`config.mk`:
```
export PLATFORM = sky130hd
export DESIGN_NAME = alu4bit_golden
export DESIGN_NICKNAME = d
export VERILOG_FILES = /design/src/rtl/alu4bit_pkg.sv /design/src/rtl/alu4bit_golden.sv
export SDC_FILE = /design/constraint.sdc
export NUM_CORES = 1
export LEC_CHECK = 0
export BUFFER_PORTS_ARGS = -buffer_cell sky130_fd_sc_hd__buf_4
export CELL_PAD_IN_SITES_DETAIL_PLACEMENT = 2
export CELL_PAD_IN_SITES_GLOBAL_PLACEMENT = 2
export CORE_AREA = 3 3 46 48
export DETAILED_ROUTE_END_ITERATION = 6
export DIE_AREA = 0 0 49 51
export PLACE_DENSITY = 0.87
export SETUP_SLACK_MARGIN = 0.02
export SYNTH_ARGS = -nofsm -noshare
export SYNTH_HDL_FRONTEND = slang
export SYNTH_SLANG_ARGS = --single-unit
```
`constraint.sdc`:
```
create_clock -name vclk -period 7.8
set_clock_uncertainty 0.05 [all_clocks]
set_input_delay 1.56 -clock vclk [all_inputs]
set_output_delay 1.56 -clock vclk [all_outputs]
set_load 0.02 [all_outputs]
```
`src/rtl/alu4bit_pkg.sv`:
```
// Shared definitions for the alu4bit response checker: ALU opcodes and checker FSM states.
package alu4bit_pkg;

   localparam logic [2:0] OP_AND   = 3'b000;
   localparam logic [2:0] OP_OR    = 3'b001;
   localparam logic [2:0] OP_ADD   = 3'b010;
   localparam logic [2:0] OP_SUB   = 3'b011;
   localparam logic [2:0] OP_XOR   = 3'b100;
   localparam logic [2:0] OP_SHL   = 3'b101;
   localparam logic [2:0] OP_SHR   = 3'b110;
   localparam logic [2:0] OP_PASSA = 3'b111;

   typedef enum logic [1:0] {
      ST_IDLE  = 2'd0,
      ST_RUN   = 2'd1,
      ST_DRAIN = 2'd2,
      ST_DONE  = 2'd3
   } chk_state_e;

endpackage

```
`src/rtl/alu4bit_golden.sv`:
```
// Combinational golden model of alu4bit: (A, B, sel) -> expected result, all arithmetic mod 2^WIDTH.
module alu4bit_golden
   import alu4bit_pkg::*;
#(
   parameter int WIDTH = 4
) (
   input  logic [WIDTH-1:0] A,
   input  logic [WIDTH-1:0] B,
   input  logic [2:0]       sel,
   output logic [WIDTH-1:0] golden
);

   always_comb begin
      golden = '0;
      unique case (sel)
         OP_AND:   golden = A & B;
         OP_OR:    golden = A | B;
         OP_ADD:   golden = A + B;
         OP_SUB:   golden = A - B;
         OP_XOR:   golden = A ^ B;
         OP_SHL:   golden = {A[WIDTH-2:0], 1'b0};
         OP_SHR:   golden = {1'b0, A[WIDTH-1:1]};
         OP_PASSA: golden = A;
         default:  golden = '0;
      endcase
   end

endmodule

```
After elaboration in Yosys (flattened, before gate mapping)
Cells that the tools add are included.
{"block": "word_totals", "register_bits": 0, "in_bits": 11, "out_inout_bits": 4, "elab_cells": 14}
{"block": "op_classes", "add_sub_neg": 2, "eq_ne": 7, "mux": 1, "n_bitwise": 3, "reduce_logical": 1}
{"operator": "$pmux W4 S8", "n": 1}
{"operator": "$eq A3 B3 Y1 const B", "n": 4}
{"operator": "$eq A3 B2 Y1 const B", "n": 2}
{"operator": "$add A4 B4 Y4", "n": 1}
{"operator": "$and A4 B4 Y4", "n": 1}
{"operator": "$or A4 B4 Y4", "n": 1}
{"operator": "$sub A4 B4 Y4", "n": 1}
{"operator": "$xor A4 B4 Y4", "n": 1}
{"operator": "$eq A3 B1 Y1 const B", "n": 1}
{"operator": "$logic_not A3 Y1", "n": 1}

Depth between registers and ports, before layout
{"block": "depth", "depth_word": 2, "ltp_mapped": 9}

Least setup slack after synthesis
OpenSTA, ideal clock, no wires.
{"block": "synth_path", "kind": "input -> output", "start": "in sel[1]", "end": "out golden[1]", "t_arrival_ps": 3472, "setup_slack_ps": 2718, "path_stages": 7, "path_cell_list": "buf_2 -> and3b_4 -> mux2_2 -> fa_1 -> o311ai_0 -> o31a_1 -> o22a_1"}
{"block": "synth_between", "elab_chain_cells": 2}
{"item": "start: declaration", "line_no": "alu4bit_golden.sv:9", "source": "input logic [2:0] sel,"}
{"item": "$eq A3 B3 Y1 (tied with other cells)", "line_no": "alu4bit_golden.sv:15", "source": "unique case (sel)"}
{"item": "$pmux W4 S8 *", "line_no": "alu4bit_golden.sv:15"}
{"item": "end: declaration", "line_no": "alu4bit_golden.sv:10", "source": "output logic [WIDTH-1:0] golden"}
Every way passes the cells marked *; elsewhere a longest branch is shown, timed or not.

Final worst setup path
{"block": "layout_path", "start": "in sel[2]", "end": "out golden[1]"}
The elaborated chain is that of the path after synthesis.

==> metrics.txt <==
routed vias/inst 5.15; worst setup margin 2.44 ns; Max-cap violations 0; Critical Path End Type output port; Mean Syn Cell Area 7.67 sq um; Rel. slew slack 69.4%; detailed-router iteration count before antenna repair 4; # resized after CTS 0; setup bufs post-CTS 0; Critical Path Fanout Max 14; synth warn 0; WP data required 6.19 ns; fin crit share 68.8%; worst hold path class in2out; Placement Setup Slack 2.43 ns; WHS 3.53 ns; pin count of the biggest net entering global routing 20; grt met2 use 24.7%; design area 699 sq um; fin crit period 5.36 ns; Cells after Synth 76; Die Ht 51 um; number of global-route vias before repair 592; nets@finish 112; met1 GRT Util 17.3%; layout cells sized above 1 20.9%; antenna violations before repair 0; syn_nets 100; Wirelength per Cell 14.1 um; Pleak 0.346 nW; die area 2500 sq um; # setup viols final 0; grt peak-use layer met2; I/O Buffers 15; Setup crit start sel[2]; fmax 0.186 GHz; Die Wd 49 um; outcome completed; core box area 1750 sq um; antenna cell count 0; CP endpoint golden[1]; synthesized area 583 sq um; most frequent cells in the layout buf_4, inv_1, ha_1, nor2_1, o21ai_0; crit path launch type input port; Rows 15; Fin Setup TNS 0 ns; Layout Cells excl Fill 111; Critical Path AT 3.75 ns; RePlAce Congestion 0.770; area occupied by multi-input gates 510 sq um; DRC 0; Seq/Total Area, Yosys 0%; DPL Wire Length 1330 um; Design Power 48.5 uW; global route overflow 0; final wirelength 1570 um; global-route wire length before repair 2700 um; DR vias 572; VDD IR max 0.0289 mV; drt first-iter violations 6; Max Slew Vio Count 0; Inst Count DP 111; clock buffers 0; ANT nets after route 0; Final Hold Viols 0; Seq cells 0; layout overhead on the synthesized area 20.0%; register area 0 sq um; RSZ-0062 raised after global routing false; most common cell after layout, fill and taps aside buf_4; # fillers 220; Hold Buf Count CTS 0; dpl cell area 699 sq um; Netlist cell types 32; gr usage total 13.0%; worst-margin pin slew 0.453 ns; Hold Startpoint sel[2]; I/O pins 15; Initial Util 33.4%; final design utilization 40.1%; worst hold stages 3; CP Class in2out; PwrDens 69.3 nW/um^2; met3 usage 0.583%
[worst max-delay path: stages]
cell and delay [ns]:
buf_4 0.16, and3b_4 0.33, mux2_2 0.36, fa_1 0.45, o311ai_0 0.42, o31a_1 0.21
o22a_1 0.13, buf_4 0.13
[routing by layer]
layer | share of wire [%] | routed length (um)
met1 | 50 | 780
met2 | 48 | 761
met3 | 1.8 | 28
met4 | 0 | 0
met5 | 0 | 0
[power breakdown]
part | leakage [nW] | switching (mW) | internal [mW]
Combinational | 0.346 | 0.0254 | 0.0231
Clock | 0 | 0 | 0
Sequential | 0 | 0 | 0
Total | 0.346 | 0.0254 | 0.0231
[kinds of logic (layout without fill, tap and decap cells)]
family,Yosys count,after routing,synth area share (%)
AOI/OAI and AO/OA,21,21,24.9
xor gates and xnor gates,3,3,4.51
and+or+nand+nor,16,16,15.7
adders and majority gates,13,13,29.2
buffers and inverters,17,27,12.4
muxes,6,6,13.3
[worst min path at each step]
stage and endpoint:
2_1_floorplan golden[3], 3_3_place_gp golden[1], 3_5_place_dp golden[1], 4_1_cts golden[1], 5_1_grt golden[0], 6_report golden[1]
[Yosys cell counts, types with 2 or more instances]
library cell | instances | area (sq um)
nor2b_1 | 2 | 12.5
ha_1 | 12 | 150
a21oi_1 | 3 | 15.0
mux2i_1 | 4 | 40.0
xnor2_1 | 3 | 26.3
a211o_1 | 2 | 17.5
nor2_1 | 5 | 18.8
nor3_1 | 2 | 10.0
o21ai_0 | 5 | 25.0
nand3_1 | 2 | 10.0
clkbuf_1 | 3 | 11.3
inv_1 | 12 | 45.0
o211ai_1 | 2 | 15.0
[area by class of cell]
type / count / area share [%]
multi-input cells: 59 / 73.0
repair buffers: 15 / 16.1
inverters: 12 / 6.44
well taps: 25 / 4.47
Power figures use the tool's default switching activity.
